--- config.mk ---
export PLATFORM = sky130hd
export DESIGN_NAME = jk_pattern_driver
export DESIGN_NICKNAME = d
export VERILOG_FILES = /design/src/rtl/jk_pattern_driver.sv
export SDC_FILE = /design/constraint.sdc
export NUM_CORES = 1
export LEC_CHECK = 0
export ABC_CLOCK_PERIOD_IN_PS = 2700
export CAP_MARGIN = 20
export CORE_MARGIN = 8
export CORE_UTILIZATION = 25
export DETAILED_ROUTE_END_ITERATION = 16
export MAX_ROUTING_LAYER = met4
export PLACE_DENSITY = 0.47
export SYNTH_ARGS = -nofsm -noshare
export SYNTH_HDL_FRONTEND = slang
export SYNTH_SLANG_ARGS = --single-unit
export TNS_END_PERCENT = 1
--- constraint.sdc ---
create_clock -name clk -period 2.7 [get_ports clk]
set_clock_uncertainty 0.15 [all_clocks]
set_input_delay 0.675 -clock clk [delete_from_list [all_inputs] [get_ports clk]]
set_output_delay 0.675 -clock clk [all_outputs]
set_load 0.005 [all_outputs]
--- src/rtl/jk_pattern_driver.sv ---
// Steers an external JK flop through a stored pattern, LSB first, via the excitation table on live Q; self-check under JK_PATTERN_SELFCHECK_EN.
// Latency: bit i lands in Q at edge i+1 after accept, done one cycle after LAST; start is ignored (not queued) while busy.
module jk_pattern_driver #(
    parameter int WIDTH = 16,
    parameter int LEN_W = 5,
    parameter int CNT_W = 4
) (
    input  logic             clk,
    input  logic             rst,
    input  logic             start,
    input  logic [WIDTH-1:0] pat,
    input  logic [LEN_W-1:0] len,
    input  logic             q_in,
    output logic             J,
    output logic             K,
    output logic             busy,
    output logic             done,
    output logic             mismatch,
    output logic [CNT_W-1:0] err_cnt
);

    typedef enum logic [1:0] {IDLE, RUN, LAST} state_t;

    state_t           state_q, state_d;
    logic [WIDTH-1:0] pat_q, pat_d;
    logic [LEN_W-1:0] n_q, n_d;
    logic [LEN_W-1:0] idx_q, idx_d;
    logic             done_q, done_d;
    logic [LEN_W-1:0] len_clamped;
    logic [WIDTH-1:0] pat_sh;
    logic             d_bit;

    assign len_clamped = (len > LEN_W'(WIDTH)) ? LEN_W'(WIDTH) : len;
    assign pat_sh      = pat_q >> idx_q;
    assign d_bit       = pat_sh[0];

    always_comb begin
        state_d = state_q;
        pat_d   = pat_q;
        n_d     = n_q;
        idx_d   = idx_q;
        done_d  = 1'b0;
        J       = 1'b0;
        K       = 1'b0;
        busy    = 1'b0;
        case (state_q)
            IDLE: begin
                if (start) begin
                    pat_d = pat;
                    n_d   = len_clamped;
                    idx_d = '0;
                    if (len_clamped == '0) begin
                        done_d = 1'b1;
                    end else begin
                        state_d = RUN;
                    end
                end
            end
            RUN: begin
                busy = 1'b1;
                // Excitation from actual Q; J=K=1 is never produced.
                J     = ~q_in & d_bit;
                K     = q_in & ~d_bit;
                idx_d = idx_q + LEN_W'(1);
                if (idx_q == n_q - LEN_W'(1)) begin
                    state_d = LAST;
                end
            end
            LAST: begin
                busy    = 1'b1;
                done_d  = 1'b1;
                state_d = IDLE;
            end
            default: state_d = IDLE;
        endcase
    end

    always_ff @(posedge clk or posedge rst) begin
        if (rst) begin
            state_q <= IDLE;
            pat_q   <= '0;
            n_q     <= '0;
            idx_q   <= '0;
            done_q  <= 1'b0;
        end else begin
            state_q <= state_d;
            pat_q   <= pat_d;
            n_q     <= n_d;
            idx_q   <= idx_d;
            done_q  <= done_d;
        end
    end

    assign done = done_q;

`ifdef JK_PATTERN_SELFCHECK_EN
    logic             exp_q, exp_d;
    logic             chk_v_q, chk_v_d;
    logic             mismatch_q, mismatch_d;
    logic [CNT_W-1:0] err_cnt_q, err_cnt_d;

    always_comb begin
        exp_d      = exp_q;
        chk_v_d    = chk_v_q;
        mismatch_d = 1'b0;
        err_cnt_d  = err_cnt_q;
        case (state_q)
            IDLE: begin
                chk_v_d = 1'b0;
                if (start) begin
                    err_cnt_d = '0;
                end
            end
            RUN: begin
                exp_d   = d_bit;
                chk_v_d = 1'b1;
            end
            default: chk_v_d = 1'b0;
        endcase
        // Q is compared one edge after the bit was driven.
        if ((state_q != IDLE) && chk_v_q && (q_in != exp_q)) begin
            mismatch_d = 1'b1;
            if (err_cnt_q != '1) begin
                err_cnt_d = err_cnt_q + CNT_W'(1);
            end
        end
    end

    always_ff @(posedge clk or posedge rst) begin
        if (rst) begin
            exp_q      <= 1'b0;
            chk_v_q    <= 1'b0;
            mismatch_q <= 1'b0;
            err_cnt_q  <= '0;
        end else begin
            exp_q      <= exp_d;
            chk_v_q    <= chk_v_d;
            mismatch_q <= mismatch_d;
            err_cnt_q  <= err_cnt_d;
        end
    end

    assign mismatch = mismatch_q;
    assign err_cnt  = err_cnt_q;
`else
    assign mismatch = 1'b0;
    assign err_cnt  = '0;
`endif

endmodule

==> metrics.cfg, run 1 <==
[final_layout]
nNetsFinal = 197
n_antenna_cell = 0
fill_cells = 603
post-route-util = 0.337
area_growth_pct = 30.3
final_cells = 243
drive_above_1_share = 0.250

[power]
p_sw_w = 0.000721
ir_drop_mv = 0.376
p_per_area_nw_per_um2 = 1070
leakagePower_nw = 0.859
p_int_w = 0.00143
p_seq_frac = 0.369
netSwitchingFraction = 0.335
power_frac_clock = 0.183
comb_power_share = 0.448

[floorplanning]
rows = 28
die_h_um = 94.6
die_width_um = 94.6
ios = 34
dieArea_um2 = 8940
core_area_um2 = 5960
start_util = 0.259

[sta]
drv_slew = 0
worst_slack_ns = -0.206
finalSetupViolCount = 2
max_slew.worst_pin.slew_ns = 0.519
slew_headroom = 0.645
hold_violations = 0
period_minus_slack_ns = 2.91
fin_crit_sh = 1.08
grt_setup_unrepaired = true
hold_ws_ns = 0.355
fmax_ghz = 0.344

[routing]
drc = 0
detail_route.iter0.violations = 48
dr.pass1.iters = 4
final_antenna_net_count = 0
routed_via_density = 4.45
wirelength_um = 3400
wl_per_cell_um = 14.0
vias = 1082

[clock_network]
cts_buffers = 5
cts_sinks = 29
clk_path_buf_depth = 2
cts_tree = built
cts_root_buf = clkbuf_8
clk_latency_ns = 0.28
clkTransAtPathRegs_ns = 0.07
htreeDepth = 2
hold_buffers = 0

[outcome]
violations = setup timing
status = finished with violations

[run]
maxCapViolations = 0

[critical_path]
start_kind = flop
crit_fanout = 5
worstPathArrival_ns = 2.08
cp_data_required_time_ns = 1.88
crit_type = flop to output port
cp-end-kind = output port

[grt]
overflow = 0
grt_pass1_vias = 1187
grt_start_max_net_pins = 30
top_usage_layer = met2
grt_util_met1 = 0.0949
grt_util_all_layers = 0.0877
grt_pass1_wl_um = 5860
use_met2 = 0.147
antenna_found_initial = 0
use_met3 = 0.0286

[synthesis]
netlist_instances = 130
synth-main-ff-cell = dfrtp_1
synth_edf_count = 0
synth_warnings = 0
async_reset_ff_frac = 1.00
ys_ff_latch = 29
netlist_area_um2 = 1540
seq_area_frac_synth = 0.470
ys_types = 31
avgSynthCellArea_um2 = 11.9

[placement]
dp.cells = 234
place_hpwl_um = 2680
numPortBuffers = 28
place_congestion = 0.777

[hold_path]
worstHoldPathType = flop to flop

[sequential cells by signal (all words and copies together), names as in the netlist]
register and cells:
idx_q 5, done 1, pat_q 16, state_q 2, n_q 5
[layout make-up]
class	instances	area [um2]	area share
tap	75	93.8	0.0467
inverter	7	26.3	0.0131
multi-input combinational	88	731	0.364
timing repair buffer	36	330	0.164
sequential	29	727	0.362
clock inverter	1	5.00	0.00249
clock buffer	7	96.3	0.0479
[timing repair]
item,4_1_cts,5_1_grt
setup endpoints to repair,2,2
gates resized for setup,13,0
buffers inserted,1,0
pin swaps,1,0
[synthesized netlist by cell type, types with 2 or more instances]
library cell,number,area share
dfrtp_1,29,0.47
mux2_2,17,0.12
nand2_1,10,0.024
o21ai_0,8,0.026
inv_1,7,0.017
buf_4,6,0.029
nand2b_1,6,0.024
ha_1,5,0.041
nor2_1,5,0.012
xnor2_1,4,0.023
xor2_1,4,0.023
mux4_1,3,0.051
a21oi_1,2,0.0065
and3_1,2,0.0081
clkbuf_1,2,0.0049
mux4_2,2,0.029
nand4_1,2,0.0081
nor3_1,2,0.0065
o21bai_1,2,0.0097
[cells in the final DEF (no fill, tap or decap)]
cell type,netlist,final
mux4_2,2,5
a22o_1,1,1
buf_4,6,8
or4_1,1,1
inv_1,7,7
buf_2,1,2
o31ai_1,1,1
clkdlybuf4s50_1,0,26
nand2b_1,6,6
nand4_1,2,2
o21ai_0,8,8
o21bai_1,2,2
nor2_1,5,5
conb_1,1,5
nor3_1,2,1
mux2_2,17,17
dfrtp_2,0,1
xor2_1,4,4
a2bb2oi_1,1,1
a2111oi_0,1,1
clkinv_2,0,1
a21oi_1,2,2
dfrtp_1,29,28
xnor2_1,4,4
and3_1,2,2
mux2i_1,1,1
ha_1,5,5
nand2_1,10,10
a31oi_1,1,1
a32o_1,1,1
o2bb2ai_1,1,1
clkbuf_8,0,7
nor3_2,0,1
[worst paths after layout]
check | start | end | slack [ns] | cells after the start
max in group asynchronous | rst | idx_q[0]$_DFFE_PP0P_ | 1.48 | 3
setup / recovery | idx_q[0]$_DFFE_PP0P_ | J | -0.21 | 6
setup reg to reg | n_q[0]$_DFFE_PP0P_ | state_q[0]$_DFFE_PP0P_ | 0.54 | 8
hold / removal | pat_q[12]$_DFFE_PP0P_ | pat_q[12]$_DFFE_PP0P_ | 0.36 | 1
hold reg to reg | pat_q[12]$_DFFE_PP0P_ | pat_q[12]$_DFFE_PP0P_ | 0.36 | 1
min in group asynchronous | rst | pat_q[10]$_DFFE_PP0P_ | 0.62 | 3
[through the flow]
stage	area (um2)	total power [W]	TNS, ns	worst slack [ns]
2_1_floorplan	1560	0.00146	0	0.172
3_5_place_dp	1920	0.00175	-0.684	-0.422
6_report	2010	0.00215	-0.410	-0.206
5_1_grt	2010	0.00234	-0.626	-0.315
3_3_place_gp	1920	0.00171	-0.567	-0.363
4_1_cts	2010	0.00219	-0.499	-0.252
[per-layer routing]
layer / routed length (um) / vias to the layer above
met4: 52 / 0
met3: 168 / 6
met2: 1810 / 24
met5: 0 / -
li1: - / 521
met1: 1370 / 531
[power by group through the flow]
stage | Combinational, W | Sequential [W] | Clock, W
global route | 0.00108 | 0.000829 | 0.000431
finish | 0.000963 | 0.000793 | 0.000393
floorplan | 0.000735 | 0.000722 | 0
detailed placement | 0.000957 | 0.000798 | 0
CTS | 0.000982 | 0.000801 | 0.000410
global placement | 0.000919 | 0.000788 | 0
[worst max-delay path, cell delays in order, from the launching register on]
cell	delay, ns
dfrtp_2	0.44
mux4_2	0.51
mux4_2	0.48
nand2b_1	0.10
buf_4	0.11
nor3_2	0.03
buf_2	0.12
[logic make-up (layout without fill, tap and decap cells)]
family,count (synthesis),in the layout,share of synthesized area
compound gates,19,19,0.0803
xor+xnor,8,8,0.0454
fa+ha+maj,5,5,0.0406
buf+inv,17,51,0.0616
flops,29,29,0.470
mux,23,23,0.211
other cells,1,5,0.00243
simple gates,28,28,0.0884
Power figures use the tool's default switching activity.
==> inputs of run 2 (changes only) <==
- CORE_UTILIZATION: 25 -> 30
- PLACE_DENSITY: 0.47 -> 0.54
==> run 2 against run 1 <==
The run still ends with setup timing left. Final area is 0.93% lower. Clock power is 1% lower. Worst hold slack worse by 0.0067 ns. Flip-flop and latch count stayed put. Sequential power hardly changed. Die area is 14% lower. Count of clock-buffer cells in the layout stayed put. Setup slack better by 0.030 ns. Fmax is 1.0% higher. Non-clock buffer count is 1 lower. Wire length is 3.5% lower. Register-to-register slack worse by 0.15 ns. Largest power group unchanged.
==> metrics.cfg, run 2 (synthesized netlist as in run 1, its figures left out) <==
[final_layout]
area_growth_pct = 29.0
nNetsFinal = 196
regMostFlops = pat_q
drive_above_1_share = 0.240
final_area_um2 = 1990
top_regs = pat_q (16), idx_q (5), n_q (5)
fill_cells = 508
final_cells = 237
post-route-util = 0.395
layout_common_cells = dfrtp_1, clkdlybuf4s50_1, mux2_2
n_antenna_cell = 0
largest_reg_flops = 16
final_common_cell = dfrtp_1

[outcome]
status = finished with violations
violations = setup timing

[critical_path]
cp_slowest_cell = mux4_2
worstPathArrival_ns = 2.05
crit_type = flop to output port
cp_data_required_time_ns = 1.88
start_kind = flop
crit_buf_inv = 1
critical_path.top_delay_family = multiplexers
crit_fanout = 6
slowest_delay_ns = 0.53
cp-end-kind = output port
crit_top_cell = mux4_2
path_cells = mux4_2 > mux4_2 > nand2b_1 > and3_1 > buf_2

[sta]
hold_violations = 0
setup-tns-final_ns = -0.278
fin_crit_sh = 1.07
slew_headroom = 0.541
drv_slew = 0
fmax_ghz = 0.348
max_slew.worst_pin.slew_ns = 0.671
worst_slack_ns = -0.176
grt_setup_unrepaired = true
finalSetupViolCount = 2
period_minus_slack_ns = 2.88

[power]
ir_drop_mv = 0.400
leakagePower_nw = 0.854
p_per_area_nw_per_um2 = 1070

[routing]
routed_via_density = 4.56
final_antenna_net_count = 0
detail_route.iter0.violations = 61
drc = 0
vias = 1080
dr.pass1.iters = 4
wl_per_cell_um = 13.9
wirelength_um = 3290

[floorplanning]
start_util = 0.306
rows = 26
die_width_um = 87.7
core_area_um2 = 5040
dieArea_um2 = 7690
ios = 34
die_h_um = 87.7

[hold_path]
worstHoldPathType = flop to flop

[clock_network]
clkTransAtPathRegs_ns = 0.06
cts_sinks = 29
htreeDepth = 2
hold_buffers = 0
cts_tree = built
clk_path_buf_depth = 2
clk_latency_ns = 0.27
cts_buffers = 5
cts_root_buf = clkbuf_8
cts_setup_buffers = 0

[grt]
antenna_found_initial = 0
grt_pass1_vias = 1183
grt_util_all_layers = 0.0949
grt_pass1_wl_um = 5580
overflow = 0
grt_start_max_net_pins = 30

[placement]
place_hpwl_um = 2580
dp.cells = 229
numPortBuffers = 28
place_congestion = 0.793
placed_cell_area_um2 = 1910

[run]
maxCapViolations = 0

## run 2: cell types whose count changed in the layout (fill, tap and decap cells not counted), sizes merged
cell,change
buf,-1
## run 2: layer usage
metal	track usage	up-vias	wire length, um
met3	0.0263	6	135
met5	-	-	0
met1	0.0924	532	1300
met2	0.173	29	1810
met4	0.0375	0	42
li1	-	513	-
## run 2: area by class of cell
class / instances / area, um2 / area share
multi-input cells: 88 / 726 / 0.365
repair buffers: 35 / 323 / 0.162
flip-flops and latches: 29 / 727 / 0.365
well taps: 70 / 87.6 / 0.0440
inverters: 7 / 26.3 / 0.0132
clock buffers: 7 / 96.3 / 0.0484
clock inverters: 1 / 5.00 / 0.00251
## run 2: report_power, final
| group | internal, W | switching, W | leakage [nW] |
|---|---|---|---|
| clock | 0.000230 | 0.000158 | 0.0542 |
| combinational | 0.000542 | 0.000397 | 0.443 |
| sequential | 0.000637 | 0.000157 | 0.357 |
## run 2: what timing repair did
action,in CTS,in global routing
pin swaps,1,0
cloned,0,0
setup endpoints to repair,2,2
gates resized for setup,12,0
## run 2: stage by stage
| step | setup WS (ns) | total power, W | hold WS [ns] |
|---|---|---|---|
| 2_1_floorplan | 0.172 | 0.00146 | 0.320 |
| 3_3_place_gp | -0.368 | 0.00170 | 0.337 |
| 3_5_place_dp | -0.411 | 0.00175 | 0.342 |
| 4_1_cts | -0.214 | 0.00215 | 0.356 |
| 5_1_grt | -0.285 | 0.00228 | 0.383 |
| 6_report | -0.176 | 0.00212 | 0.348 |
## run 2: final timing paths
check,start,to,slack [ns],cells after the start
hold / removal,pat_q[14]$_DFFE_PP0P_,pat_q[14]$_DFFE_PP0P_,0.35,1
max in group asynchronous,rst,idx_q[0]$_DFFE_PP0P_,1.48,3
setup / recovery,idx_q[0]$_DFFE_PP0P_,K,-0.18,5
setup reg to reg,n_q[0]$_DFFE_PP0P_,state_q[0]$_DFFE_PP0P_,0.39,8
hold reg to reg,pat_q[14]$_DFFE_PP0P_,pat_q[14]$_DFFE_PP0P_,0.35,1
min in group asynchronous,rst,pat_q[3]$_DFFE_PP0P_,0.63,3
==> inputs of run 3 (changes only) <==
- TNS_END_PERCENT: 1 -> unset
==> run 3 against run 2 <==
Final area stayed put. Setup slack did not move. Sequential share of layout area did not move. Wire length unchanged. Count of clock-buffer cells in the layout unchanged. Critical endpoint unchanged. Total power did not move. Core utilization unchanged. Global-route usage unchanged. Combinational power barely moved. First-iteration DRC count unchanged. Non-clock buffer count unchanged. The flow still finishes with violations (setup timing). Worst hold slack unchanged.
==> metrics.cfg, run 3 (synthesized netlist as in run 1, its figures left out) <==
[outcome]
status = finished with violations
violations = setup timing

[critical_path]
r2r_cells = 8
critical_path.top_delay_family = multiplexers
crit_top_cell = mux4_2
slowest_delay_ns = 0.53
rrSetupSlack_ns = 0.39
crit-reg2reg-launch = n_q[0]$_DFFE_PP0P_
path_cells = mux4_2 > mux4_2 > nand2b_1 > and3_1 > buf_2
crit_buf_inv = 1
cp_data_required_time_ns = 1.88
cp-end-kind = output port
cp_slowest_cell = mux4_2
worstPathArrival_ns = 2.05
crit_type = flop to output port
start_kind = flop
r2r-end = state_q[0]$_DFFE_PP0P_
path_depth = 5
crit_fanout = 6

[grt]
antenna_found_initial = 0
overflow = 0
grt_start_max_net_pins = 30
grt_util_all_layers = 0.0949
grt_pass1_wl_um = 5580
grt_pass1_vias = 1183

[final_layout]
n_antenna_cell = 0
largest_reg_flops = 16
drive_above_1_share = 0.240
area_growth_pct = 29.0
final_common_cell = dfrtp_1
post-route-util = 0.395
multiInputGateArea_um2 = 726
fill_cells = 508
layout_common_cells = dfrtp_1, clkdlybuf4s50_1, mux2_2
seq_area_um2 = 727
top_regs = pat_q (16), idx_q (5), n_q (5)
nNetsFinal = 196
regMostFlops = pat_q

[run]
maxCapViolations = 0

[sta]
slew_headroom = 0.541
max_slew.worst_pin.slew_ns = 0.671
fmax_ghz = 0.348
worst_slack_ns = -0.176
drv_slew = 0
fin_crit_sh = 1.07
hold_ws_ns = 0.348
finalSetupViolCount = 2
period_minus_slack_ns = 2.88
grt_setup_unrepaired = true
hold_violations = 0

[hold_path]
holdPathStages = 1
worstHoldPathType = flop to flop
hold_end = pat_q[14]$_DFFE_PP0P_
hold_start = pat_q[14]$_DFFE_PP0P_

[floorplanning]
ios = 34
die_h_um = 87.7
die_width_um = 87.7
start_util = 0.306
rows = 26
dieArea_um2 = 7690
core_area_um2 = 5040

[placement]
numPortBuffers = 28
place_congestion = 0.793
place_hpwl_um = 2580

[routing]
dr.pass1.iters = 4
wirelength_um = 3290
wl_per_cell_um = 13.9
routed_via_density = 4.56
detail_route.iter0.violations = 61
drc = 0
final_antenna_net_count = 0
vias = 1080

[clock_network]
clkTransAtPathRegs_ns = 0.06
cts_setup_buffers = 0
cts_root_buf = clkbuf_8
htreeDepth = 2
cts_tree = built
clk_latency_ns = 0.27
clk_path_buf_depth = 2
hold_buffers = 0
cts_sinks = 29
cts_buffers = 5

[power]
p_per_area_nw_per_um2 = 1070
ir_drop_mv = 0.400
leakagePower_nw = 0.854

-- run 3: cell counts in the layout (fill, tap and decap cells not counted) --
Identical to the previous run, type by type.
-- run 3: layout make-up --
| class | instances | share of cell area |
|---|---|---|
| tap | 70 | 0.0440 |
| inverter | 7 | 0.0132 |
| sequential | 29 | 0.365 |
| timing repair buffer | 35 | 0.162 |
| multi-input combinational | 88 | 0.365 |
| clock buffer | 7 | 0.0484 |
| clock inverter | 1 | 0.00251 |
-- run 3: power by group --
part	switching, W	internal, W
Combinational	0.000397	0.000542
Clock	0.000158	0.000230
Sequential	0.000157	0.000637
-- run 3: layer usage --
| metal | vias up | share of wire | GRT usage |
|---|---|---|---|
| met2 | 29 | 0.55 | 0.173 |
| met4 | 0 | 0.013 | 0.0375 |
| met5 | - | 0 | - |
| met1 | 532 | 0.40 | 0.0924 |
| met3 | 6 | 0.041 | 0.0263 |
| li1 | 513 | - | - |
-- run 3: stage by stage --
step | area [um2] | instances | setup TNS, ns | total power [W] | setup WS, ns
4_1_cts | 1990 | 237 | -0.354 | 0.00215 | -0.214
3_3_place_gp | 1910 | 229 | -0.573 | 0.00170 | -0.368
5_1_grt | 1990 | 237 | -0.494 | 0.00228 | -0.285
6_report | 1990 | 237 | -0.278 | 0.00212 | -0.176
2_1_floorplan | 1560 | 134 | 0 | 0.00146 | 0.172
3_5_place_dp | 1910 | 229 | -0.667 | 0.00175 | -0.411
-- run 3: timing repair --
item | 4_1_cts | 5_1_grt
pin swaps | 1 | 0
gates resized for setup | 12 | 0
gates cloned | 0 | 0
endpoints found under the setup margin | 2 | 2
-- run 3: worst max path at each step --
stage,slack (ns),endpoint,startpoint
after floorplan,0.17,K,idx_q[0]$_DFFE_PP0P_
after global placement,-0.37,K,idx_q[0]$_DFFE_PP0P_
after detailed placement,-0.41,K,idx_q[0]$_DFFE_PP0P_
after CTS,-0.21,K,idx_q[0]$_DFFE_PP0P_
after global routing,-0.28,K,idx_q[0]$_DFFE_PP0P_
final,-0.18,K,idx_q[0]$_DFFE_PP0P_
